`src/rtl/dbus_arbiter.sv`:
```
// Two-master data-bus arbiter: round-robin grant with bounded bursts, in-order read tagging.
// Optional DBUS_ARB_PERF_EN adds beat/stall performance counters.
module dbus_arbiter #(
    parameter int ADDR_W          = 32,
    parameter int BURST_MAX       = 4,
    parameter int MAX_OUTSTANDING = 4,
    parameter bit RESP_EMPTY_ERR  = 1'b1
) (
    input  logic              clk_i,
    input  logic              rst_ni,

    input  logic              m0_cmd_valid_i,
    output logic              m0_cmd_ready_o,
    input  logic [ADDR_W-1:0] m0_cmd_addr_i,
    input  logic              m0_cmd_we_i,
    input  logic [31:0]       m0_wdata_data_i,
    input  logic [3:0]        m0_wdata_strb_i,
    output logic              m0_rdata_valid_o,
    output logic [31:0]       m0_rdata_data_o,

    input  logic              m1_cmd_valid_i,
    output logic              m1_cmd_ready_o,
    input  logic [ADDR_W-1:0] m1_cmd_addr_i,
    input  logic              m1_cmd_we_i,
    input  logic [31:0]       m1_wdata_data_i,
    input  logic [3:0]        m1_wdata_strb_i,
    output logic              m1_rdata_valid_o,
    output logic [31:0]       m1_rdata_data_o,

    output logic              s_cmd_valid_o,
    input  logic              s_cmd_ready_i,
    output logic [ADDR_W-1:0] s_cmd_addr_o,
    output logic              s_cmd_we_o,
    output logic [31:0]       s_wdata_data_o,
    output logic [3:0]        s_wdata_strb_o,
    input  logic              s_rdata_valid_i,
    input  logic [31:0]       s_rdata_data_i
`ifdef DBUS_ARB_PERF_EN
    ,
    output logic [31:0]       perf_grant0_o,
    output logic [31:0]       perf_grant1_o,
    output logic [31:0]       perf_stall_o
`endif
);

    // state | meaning
    // IDLE  | no owner, arbitrating; nothing forwarded
    // OWN0  | master 0 owns the slave port
    // OWN1  | master 1 owns the slave port
    typedef enum logic [1:0] {IDLE, OWN0, OWN1} state_t;

    localparam int PTR_W = $clog2(MAX_OUTSTANDING);
    localparam int CNT_W = $clog2(BURST_MAX) + 1;
    localparam logic [CNT_W-1:0] BURST_LAST = CNT_W'(BURST_MAX - 1);

    state_t           state, state_nxt;
    logic             last_r;
    logic [CNT_W-1:0] burst_cnt;

    logic             tag_mem [MAX_OUTSTANDING];
    logic [PTR_W:0]   wr_ptr, rd_ptr;
    logic             tag_full, tag_empty, tag_head;

    logic             own_valid, own_we;
    logic             accept, push, pop, release_own;

    assign tag_empty = (wr_ptr == rd_ptr);
    assign tag_full  = (wr_ptr[PTR_W] != rd_ptr[PTR_W]) &&
                       (wr_ptr[PTR_W-1:0] == rd_ptr[PTR_W-1:0]);
    assign tag_head  = tag_mem[rd_ptr[PTR_W-1:0]];

    always_comb begin
        s_cmd_valid_o  = 1'b0;
        s_cmd_addr_o   = '0;
        s_cmd_we_o     = 1'b0;
        s_wdata_data_o = '0;
        s_wdata_strb_o = '0;
        own_valid      = 1'b0;
        own_we         = 1'b0;
        state_nxt      = state;

        case (state)
            OWN0: begin
                own_valid      = m0_cmd_valid_i;
                own_we         = m0_cmd_we_i;
                s_cmd_addr_o   = m0_cmd_addr_i;
                s_cmd_we_o     = m0_cmd_we_i;
                s_wdata_data_o = m0_wdata_data_i;
                s_wdata_strb_o = m0_wdata_strb_i;
            end
            OWN1: begin
                own_valid      = m1_cmd_valid_i;
                own_we         = m1_cmd_we_i;
                s_cmd_addr_o   = m1_cmd_addr_i;
                s_cmd_we_o     = m1_cmd_we_i;
                s_wdata_data_o = m1_wdata_data_i;
                s_wdata_strb_o = m1_wdata_strb_i;
            end
            default: ;
        endcase

        // Reads need a free tag slot; writes never wait on the FIFO.
        s_cmd_valid_o = own_valid & ~(~own_we & tag_full);
        accept        = s_cmd_valid_o & s_cmd_ready_i;
        push          = accept & ~own_we;
        release_own   = (state != IDLE) &
                        (~own_valid | (accept & (burst_cnt == BURST_LAST)));

        case (state)
            IDLE: begin
                if (m0_cmd_valid_i && m1_cmd_valid_i)
                    state_nxt = last_r ? OWN0 : OWN1;
                else if (m0_cmd_valid_i)
                    state_nxt = OWN0;
                else if (m1_cmd_valid_i)
                    state_nxt = OWN1;
            end
            OWN0: if (release_own) state_nxt = m1_cmd_valid_i ? OWN1 : IDLE;
            OWN1: if (release_own) state_nxt = m0_cmd_valid_i ? OWN0 : IDLE;
            default: state_nxt = IDLE;
        endcase
    end

    assign m0_cmd_ready_o = (state == OWN0) & accept;
    assign m1_cmd_ready_o = (state == OWN1) & accept;

    always_ff @(posedge clk_i or negedge rst_ni) begin
        if (!rst_ni) begin
            state     <= IDLE;
            last_r    <= 1'b1;
            burst_cnt <= '0;
        end else begin
            state <= state_nxt;
            if (release_own) begin
                last_r    <= (state == OWN1);
                burst_cnt <= '0;
            end else if (accept) begin
                burst_cnt <= burst_cnt + 1'b1;
            end
        end
    end

    // Responses with no outstanding tag are dropped.
    assign pop              = s_rdata_valid_i & ~tag_empty;
    assign m0_rdata_valid_o = pop & ~tag_head;
    assign m1_rdata_valid_o = pop & tag_head;
    assign m0_rdata_data_o  = s_rdata_data_i;
    assign m1_rdata_data_o  = s_rdata_data_i;

    always_ff @(posedge clk_i or negedge rst_ni) begin
        if (!rst_ni) begin
            wr_ptr <= '0;
            rd_ptr <= '0;
        end else begin
            if (push) wr_ptr <= wr_ptr + 1'b1;
            if (pop)  rd_ptr <= rd_ptr + 1'b1;
        end
    end

    always_ff @(posedge clk_i) begin
        if (push) tag_mem[wr_ptr[PTR_W-1:0]] <= (state == OWN1);
    end

`ifndef SYNTHESIS
    always @(posedge clk_i) begin
        if (RESP_EMPTY_ERR && rst_ni && s_rdata_valid_i && tag_empty)
            $error("dbus_arbiter: read response with no outstanding tag");
    end
`endif

`ifdef DBUS_ARB_PERF_EN
    always_ff @(posedge clk_i or negedge rst_ni) begin
        if (!rst_ni) begin
            perf_grant0_o <= '0;
            perf_grant1_o <= '0;
            perf_stall_o  <= '0;
        end else begin
            if (m0_cmd_ready_o) perf_grant0_o <= perf_grant0_o + 32'd1;
            if (m1_cmd_ready_o) perf_grant1_o <= perf_grant1_o + 32'd1;
            if ((m0_cmd_valid_i & ~m0_cmd_ready_o) | (m1_cmd_valid_i & ~m1_cmd_ready_o))
                perf_stall_o <= perf_stall_o + 32'd1;
        end
    end
`endif

endmodule
```
`config.mk`:
```
export PLATFORM = sky130hd
export DESIGN_NAME = dbus_arbiter
export DESIGN_NICKNAME = d
export VERILOG_FILES = /design/src/rtl/dbus_arbiter.sv
export SDC_FILE = /design/constraint.sdc
export NUM_CORES = 1
export LEC_CHECK = 0
export BUFFER_PORTS_ARGS = -buffer_cell sky130_fd_sc_hd__buf_2
export CAP_MARGIN = 15
export CORE_AREA = 10 10 114 116
export CTS_BUF_LIST = sky130_fd_sc_hd__clkbuf_4 sky130_fd_sc_hd__clkbuf_8
export CTS_CLUSTER_DIAMETER = 150
export CTS_CLUSTER_SIZE = 25
export DETAILED_ROUTE_END_ITERATION = 8
export DIE_AREA = 0 0 124 126
export SLEW_MARGIN = 20
export SYNTH_ARGS = -nofsm -noshare
export SYNTH_HDL_FRONTEND = slang
export SYNTH_SLANG_ARGS = --single-unit
export TNS_END_PERCENT = 30
```
`constraint.sdc`:
```
create_clock -name clk_i -period 1.96 [get_ports clk_i]
set_clock_uncertainty 0.05 [all_clocks]
set_input_delay 0.294 -clock clk_i [delete_from_list [all_inputs] [get_ports clk_i]]
set_output_delay 0.294 -clock clk_i [all_outputs]
set_load 0.005 [all_outputs]
```
# --- After elaboration in Yosys (flattened, before gate mapping) ---
# Memories as Yosys holds them, arrays and structs flattened.
# Cells that the tools add are included.
# Widths: inputs -> output; s select.
op_classes:
  addsub: 3
  eq_ne: 9
  mux: 18
  bitwise: 17
  n_reduce_logical: 6
ops:
  columns: ["cell", "count"]
  rows:
  - ["$pmux 32 s2", 2]
  - ["$mux 2", 7]
  - ["$and 1x1->1", 11]
  - ["$add 3x1->3 const B", 3]
  - ["$pmux 4 s2", 1]
  - ["$mux 3", 2]
  - ["$pmux 2 s3", 1]
  - ["$not 1->1", 5]
  - ["$ne 2x2->1 const B", 2]
  - ["$ne 4x4->1 const B", 1]
  - ["$pmux 1 s2", 2]
  - ["$reduce_bool 2->1", 2]
  - ["$eq 3x2->1 const B", 1]
  - ["$eq 3x3->1", 1]
  - ["$mux 1", 3]
  - ["$reduce_and 3->1", 1]
  - ["$eq 2x1->1 const B", 1]
  - ["$eq 2x2->1", 1]
  - ["$eq 2x2->1 const B", 1]
  - ["$logic_and 1x1->1", 2]
  - ["$logic_not 2->1", 1]
  - ["$ne 1x1->1", 1]
  - ["$or 1x1->1", 1]
word_totals:
  regBits: 12
  ram_bits: 4
  in_bits: 176
  output_inout_bits: 138
  elab_cells: 59
  n_memories: 1
mem_list:
  columns: ["name", "words", "width", "rd", "rd_clocked_by_memory_dff", "wr", "line_no", "text"]
  rows:
  - ["tag_mem", 4, 1, 1, 0, 1, "60", "logic tag_mem [MAX_OUTSTANDING];"]

# --- Depth between registers and ports, before layout ---
# Gate-level depths: netlist of run 1.
logic_depth:
  depth_word: 12
  ltp_mapped: 8
  depth_no_buf: 6

# --- Worst setup path before layout of run 1 ---
# No wires, ideal clock.
synth_timing:
  kind: "flip-flop to flip-flop"
  from: "reg state[0]"
  to: "reg wr_ptr[1]"
  setup_ns: 0.125
  t_arrival_ns: 1.744
  t_required_ns: 1.785
  path_slack_ns: 0.041
  path_stages_with_launch: 7
  path_buffers: 0
  synth_period_minus_slack_ns: 1.919
  path_cell_list: "dfrtp_1 -> inv_1 -> ha_1 -> a22oi_1 -> nor2_1 -> nor3_4 -> mux2_2"
synth_between:
  elab_chain_cells: 8
  elab_cells_between_ends: 10
  cone_classes: "2 x eq/ne; 2 x mux; 6 x bitwise"
synth_lines:
  columns: ["element", "line_no", "text"]
  rows:
  - ["start, declared", "56", "state_t state, state_nxt;"]
  - ["start signal, assigned", "133", "state <= state_nxt;"]
  - ["$eq 2x2->1 / $eq 2x1->1 (equally long branches)", null, null]
  - ["$pmux 1 s2 (*)", null, null]
  - ["net s_cmd_we_o", "33", "output logic s_cmd_we_o,"]
  - ["$not 1->1 (*)", "103, 105", null]
  - ["$and 1x1->1", "103", "s_cmd_valid_o = own_valid & ~(~own_we & tag_full);"]
  - ["$not 1->1", "103", null]
  - ["$and 1x1->1", "103", null]
  - ["$and 1x1->1", "104", "accept = s_cmd_valid_o & s_cmd_ready_i;"]
  - ["$and 1x1->1 (*)", "105", "push = accept & ~own_we;"]
  - ["end signal, assigned", "155", "if (push) wr_ptr <= wr_ptr + 1'b1;"]
  - ["end, declared", "61", "logic [PTR_W:0] wr_ptr, rd_ptr;"]
# Mark *: on every way through the listed nets, which the timed path passes. The rest lies on a longest branch.
# A chain may end at the register's enable or synchronous reset.

# --- Worst setup path in the final report of run 1 ---
layout_timing:
  from: "reg state[1]"
  to: "out m0_cmd_ready_o"
layout_between:
  elab_chain_cells: 8
  elab_cells_between_ends: 10
  cone_classes: "2 x eq/ne; 2 x mux; 6 x bitwise"
layout_lines:
  columns: ["element", "line_no", "text"]
  rows:
  - ["$eq 2x2->1 / $eq 2x1->1 (equally long branches)", "82, 124", null]
  - ["$pmux 1 s2", "82", "case (state)"]
  - ["$not 1->1", "103", null]
  - ["$and 1x1->1", "103", null]
  - ["$not 1->1", "103", null]
  - ["$and 1x1->1", "103", null]
  - ["$and 1x1->1", "104", null]
  - ["$and 1x1->1 (*)", "124", "assign m0_cmd_ready_o = (state == OWN0) & accept;"]
  - ["end, declared", "13", "output logic m0_cmd_ready_o,"]
# Mark *: on every way between the ends. The rest lies on a longest branch, timed or not.

==> flow_metrics.env, run 1 <==
export IMPL_status="finished, violations left"
export IMPL_violations="setup timing"
export IMPL_path_delay_family="flip-flops"
export IMPL_pwr_density_cell_nw_per_um2=1351
export IMPL_hold_viol=0
export IMPL_rsz0062_at_grt="yes"
export IMPL_max_clock_path_buffers=2
export IMPL_yosys_warnings=0
export IMPL_fin_util=0.3618
export IMPL_worst_ep_arrival_time_ns=1.79
export IMPL_power_mw=5.230
export IMPL_drt_iter0_markers=166
export IMPL_synthFlopType="dfrtp_1"
export IMPL_dp_slack_ns=-0.04835
export IMPL_max_freq_mhz=468.4
export IMPL_worst_path_max_fanout=5
export IMPL_max_cap_violations=0
export IMPL_antenna_cells=0
export IMPL_io_buffers=217
export IMPL_hpwl_um=9861
export IMPL_cts_root_buf="clkbuf_8"
export IMPL_overflow=0
export IMPL_yosys_top_cells_area="a22oi_1, buf_4, nor2_1"
export IMPL_period_needed_ns=2.135
export IMPL_start_kind="register"
export IMPL_highest_layer="met4"
export IMPL_cts_tree="yes"
export IMPL_avgSynthCellArea_um2=7.568
export IMPL_fin_ws_ns=-0.1749
export IMPL_route_met3_wl_um=1437
export IMPL_drtAntennaViolNets=0
export IMPL_combPwrFrac=0.830
export IMPL_drc=0
export IMPL_insertion_delay_ns=0.26
export IMPL_cp_num_cells=7
export IMPL_fin_crit_sh=1.089
export IMPL_wl_um=12060
export IMPL_drtPass1Iterations=5
export IMPL_die_h_um=126
export IMPL_final_cell_mix="buf_2, nor2_1, a22oi_1, a22oi_2, buf_4"
export IMPL_vias_per_cell=4.787
export IMPL_p_leak_nw=1.910
export IMPL_path_cells="inv_2 > ha_4 > inv_6 > o2111a_2 > nor2_4 > and2_4 > buf_6"
export IMPL_areaGrowthSynthToFinish_pct=56.37
export IMPL_required_ns=1.62
export IMPL_mappedNetlistArea_um2=2475
export IMPL_synth_top_cell_area_share=0.2093
export IMPL_synth_edf_count=4
export IMPL_finalMaxSlewViolations=0
export IMPL_reg2regPathDepth=8
export IMPL_drt_met1_wl_um=4255
export IMPL_start_util=0.2313
export IMPL_grt_pass1_wl_um=17420
export IMPL_synth_fp_nets=514
export IMPL_layout_commonest_cell="buf_2"
export IMPL_slew_limit_headroom=0.7958
export IMPL_p_seq_frac=0.119
export IMPL_design_area_um2=3870
export IMPL_fin_setup_tns_ns=-1.668
export IMPL_drive_above_1_share=0.6469
export IMPL_tightest_slew_ns=0.3049
export IMPL_place_area_um2=3324
export IMPL_numCtsBuffers=3
export IMPL_grt_total_usage=0.1373
export IMPL_die_w_um=124
export IMPL_seq_area_frac_synth=0.1704
export IMPL_synth_seq_cells=16
export IMPL_htree_levels=1
export IMPL_hold_path_depth=3
export IMPL_place_congestion=0.8742
export IMPL_ir_worst_vdd_mv=0.7654
export IMPL_clkTransAtPathRegs_ns=0.07
export IMPL_grt_max_degree=47
export IMPL_power_switching_mw=2.514
export IMPL_synth_distinct_cells=42
export IMPL_antenna_found_initial=0
export IMPL_hold_path_class="primary input to register"
export IMPL_met2_length_um=6293
export IMPL_routedWlPerCell_um=19.15
export IMPL_synth_cells=327
export IMPL_path_class="register to output pin"
export IMPL_cts_sinks=16
export IMPL_vias=3016
export IMPL_fp_coreArea_um2=10700
export IMPL_slowest_delay_ns=0.43
export IMPL_internal_power_mw=2.715
export IMPL_swShare=0.4808
export IMPL_die_area_um2=15620
export IMPL_crit_slowest_cell="dfrtp_1"
export IMPL_path_buf_inv=3
export IMPL_synthArstFlopShare=0.7500
export IMPL_nets=678
export IMPL_grt_pass1_vias=3103
export IMPL_yosysTopAreaCell="a22oi_1"
export IMPL_setup_viol=55
export IMPL_rows=38
export IMPL_pwr_share_clk=0.051
export IMPL_cp_end_kind="output pin"
export IMPL_io_pins=314
[metrics by stage]
step / cells / hold WS, ns
5_1_grt: 630 / 0.3357
3_5_place_dp: 616 / 0.1480
3_3_place_gp: 616 / 0.1491
6_report: 630 / 0.2992
2_1_floorplan: 327 / -0.05159
4_1_cts: 625 / 0.3006
[worst reg2reg max path, stage by stage (launching register included)]
cell     delay [ns]
dfrtp_2        0.45
inv_4          0.09
ha_4           0.15
buf_6          0.15
a22o_4         0.17
nand3_2        0.11
buf_4          0.18
nor3_4         0.20
mux2_2         0.37
[power groups by stage]
stage	registers (mW)	clock network (mW)	logic [mW]
after global placement	0.589	0	3.36
final	0.622	0.265	4.34
after CTS	0.602	0.269	3.74
after global routing	0.641	0.288	4.75
after detailed placement	0.600	0	3.45
after floorplan	0.574	0	2.18
[registers in the layout, summed over array words and instances (netlist names)]
name       cells
rd_ptr         3
state          2
tag_mem        4
wr_ptr         3
burst_cnt      3
last_r         1
[cells in the mapped netlist, types with 2 or more instances]
| cell | n |
|---|---|
| clkbuf_1 | 21 |
| o2111ai_1 | 2 |
| and2_1 | 7 |
| dfrtp_1 | 11 |
| ha_1 | 11 |
| nor2_1 | 75 |
| o21ai_0 | 4 |
| xor2_1 | 2 |
| nand4_1 | 2 |
| inv_1 | 9 |
| nor2b_1 | 3 |
| buf_4 | 66 |
| nand3_1 | 4 |
| a31oi_1 | 2 |
| a22oi_1 | 69 |
| edfxtp_1 | 4 |
| a21oi_1 | 2 |
| xnor2_1 | 5 |
| mux2_2 | 3 |
| nand2_1 | 3 |
[cell type report]
cell class / count / area (um2)
tap: 140 / 175.2
clock inverter: 1 / 3.754
inverter: 10 / 45.04
timing repair buffer: 247 / 1458
fill: 1128 / 6828
multi-input combinational: 213 / 1722
sequential: 16 / 425.4
clock buffer: 3 / 41.29
[per-layer routing]
metal / track usage / up-vias
met1: 0.1555 / 1378
met3: 0.06211 / 14
met4: 0.01491 / 0
li1: - / 1424
met2: 0.2373 / 200
met5: 0 / -
[worst paths after layout]
| kind | startpoint | endpoint | slack, ns |
|---|---|---|---|
| worst min register to register | rd_ptr[0]$_DFFE_PN0P_ | rd_ptr[0]$_DFFE_PN0P_ | 0.51 |
| worst min-delay path | s_cmd_ready_i | burst_cnt[1]$_DFFE_PN0P_ | 0.30 |
| worst max register to register | state[0]$_DFFE_PN0P_ | wr_ptr[1]$_DFFE_PN0N_ | -0.07 |
| min in group asynchronous | rst_ni | wr_ptr[1]$_DFFE_PN0N_ | 0.40 |
| max in group asynchronous | rst_ni | last_r$_DFFE_PN1P_ | 1.18 |
| worst max-delay path | state[1]$_DFFE_PN0P_ | m0_cmd_ready_o | -0.17 |
[kinds of logic after synthesis]
kind of cell,Yosys count,synth area share
simple gates,100,0.1866
buf+inv,98,0.2492
compound gates,89,0.2766
flops,16,0.1704
fa+ha+maj,11,0.05561
xor+xnor,8,0.03135
mux,5,0.03033
[what timing repair did]
item	CTS	global route
pin swaps	2	24
setup buffers	4	4
gates cloned	0	2
gates resized for setup	25	57
endpoints found under the hold margin	11	0
setup endpoints to repair	78	83
hold buffers	1	0
No activity file was read; power rests on OpenSTA's default activity.
==> run 2: changes to the inputs <==
--- a/config.mk
+++ b/config.mk
@@ -13,6 +13,7 @@
 export CTS_CLUSTER_SIZE = 25
 export DETAILED_ROUTE_END_ITERATION = 8
 export DIE_AREA = 0 0 124 126
+export SKIP_LAST_GASP = 1
 export SLEW_MARGIN = 20
 export SYNTH_ARGS = -nofsm -noshare
 export SYNTH_HDL_FRONTEND = slang
==> flow_metrics.env, run 2 (synthesis results as in run 1) <==
export IMPL_ir_worst_vdd_mv=0.9193
export IMPL_max_cap_violations=0
export IMPL_path_class="register to output pin"
export IMPL_clkTransAtPathRegs_ns=0.07
export IMPL_fin_crit_sh=1.078
export IMPL_multiInputGateArea_um2=1633
export IMPL_die_w_um=124
export IMPL_areaGrowthSynthToFinish_pct=51.82
export IMPL_met2_usage=0.2360
export IMPL_slew_limit_headroom=0.7904
export IMPL_place_area_um2=3324
export IMPL_pwr_density_cell_nw_per_um2=1346
export IMPL_place_congestion=0.8742
export IMPL_drive_above_1_share=0.6037
export IMPL_worst_path_max_fanout=5
export IMPL_finalNonFillerCells=632
export IMPL_swShare=0.4880
export IMPL_busiest_layer="met2"
export IMPL_start_kind="register"
export IMPL_wl_um=11990
export IMPL_insertion_delay_ns=0.26
export IMPL_design_area_um2=3757
export IMPL_numCtsBuffers=3
export IMPL_grtUsageMet1=0.1556
export IMPL_grt_met3_usage=0.06211
export IMPL_hpwl_um=9861
export IMPL_hold_viol=0
export IMPL_fp_coreArea_um2=10700
export IMPL_final_cell_mix="buf_2, nor2_1, a22oi_1, buf_4, a22oi_2"
export IMPL_p_seq_frac=0.122
export IMPL_power_switching_mw=2.467
export IMPL_combPwrFrac=0.825
export IMPL_worst_ep_arrival_time_ns=1.77
export IMPL_dp_slack_ns=-0.04835
export IMPL_nets=680
export IMPL_status="finished, violations left"
export IMPL_largest_reg_flops=4
export IMPL_grt_max_degree=47
export IMPL_start_util=0.2313
export IMPL_fin_ws_ns=-0.1530
export IMPL_hold_path_class="primary input to register"
export IMPL_required_ns=1.62
export IMPL_max_freq_mhz=473.3
export IMPL_cts_root_buf="clkbuf_8"
export IMPL_p_leak_nw=1.894
export IMPL_dp_cells=616
export IMPL_htree_levels=1
export IMPL_pwr_share_clk=0.053
export IMPL_die_h_um=126
export IMPL_grt_total_usage=0.1369
export IMPL_cp_end_kind="output pin"
export IMPL_tightest_slew_ns=0.3100
export IMPL_io_pins=314
export IMPL_cts_sinks=16
export IMPL_rsz0062_at_grt="yes"
export IMPL_antenna_found_initial=0
export IMPL_antenna_cells=0
export IMPL_io_buffers=217
export IMPL_max_clock_path_buffers=2
export IMPL_drt_iter0_markers=167
export IMPL_drc=0
export IMPL_internal_power_mw=2.589
export IMPL_overflow=0
export IMPL_cts_tree="yes"
export IMPL_drtPass1Iterations=5
export IMPL_power_mw=5.056
export IMPL_die_area_um2=15620
export IMPL_fillers=1145
export IMPL_finalMaxSlewViolations=0
export IMPL_rows=38
export IMPL_grt_pass1_vias=3101
export IMPL_vias=2973
export IMPL_seq_area_um2=422.9
export IMPL_vias_per_cell=4.704
export IMPL_violations="setup timing"
export IMPL_grt_pass1_wl_um=17380
export IMPL_setup_viol=71
export IMPL_layout_commonest_cell="buf_2"
export IMPL_period_needed_ns=2.113
export IMPL_drtAntennaViolNets=0
export IMPL_routedWlPerCell_um=18.96
run 2: cell count changes in the layout (fill, tap and decap cells not counted), sizes merged:
cell	delta
buf	+3
clkbuf	-1
run 2: routing by layer:
metal,wire (um),up-vias
li1,-,1423
met1,4218,1342
met2,6278,196
met3,1426,12
met4,61,0
met5,0,-
run 2: area by class of cell:
type                            count  share of cell area
Multi-Input combinational cell    213              0.4346
Timing Repair Buffer              249              0.3823
Sequential cell                    16              0.1126
Tap cell                          140             0.04662
Inverter                           10             0.01199
Clock buffer                        3             0.01099
Clock inverter                      1           0.0009990
run 2: worst paths after layout:
kind,cells after the start,endpoint,start,slack (ns)
worst min-delay path,3,burst_cnt[1]$_DFFE_PN0P_,s_cmd_ready_i,0.31
worst max-delay path,7,s_cmd_valid_o,state[1]$_DFFE_PN0P_,-0.15
max in group asynchronous,2,last_r$_DFFE_PN1P_,rst_ni,1.18
worst max register to register,8,last_r$_DFFE_PN1P_,state[1]$_DFFE_PN0P_,-0.12
min in group asynchronous,2,wr_ptr[1]$_DFFE_PN0N_,rst_ni,0.40
worst min register to register,1,wr_ptr[2]$_DFFE_PN0N_,wr_ptr[2]$_DFFE_PN0N_,0.51
run 2: timing repair:
action	in CTS	in global routing
buffers inserted	4	6
hold buffers	1	0
pin swaps	2	10
gates resized for setup	16	40
hold endpoints to repair	11	0
cloned	0	1
endpoints found under the setup margin	78	84
run 2: power groups by stage:
stage / Sequential, mW / Clock [mW] / Combinational, mW
after detailed placement: 0.600 / 0 / 3.45
after global placement: 0.589 / 0 / 3.36
final: 0.618 / 0.266 / 4.17
after CTS: 0.592 / 0.269 / 3.66
after floorplan: 0.574 / 0 / 2.18
after global routing: 0.637 / 0.285 / 4.56
run 2: critical path: stages (launching register included):
cell and delay (ns):
dfrtp_1 0.42, buf_6 0.13, ha_4 0.15, buf_6 0.13, a22o_4 0.27, and2_4 0.15, and2_4 0.15, buf_6 0.11
run 2: stage by stage:
step           TNS (ns)  utilization  hold slack (ns)
6_report         -2.837       0.3512           0.3086
5_1_grt          -8.881       0.3512           0.3498
4_1_cts          -1.640       0.3247           0.3006
3_5_place_dp   -0.07040       0.3108           0.1480
3_3_place_gp          0       0.3108           0.1491
2_1_floorplan         0            -         -0.05159
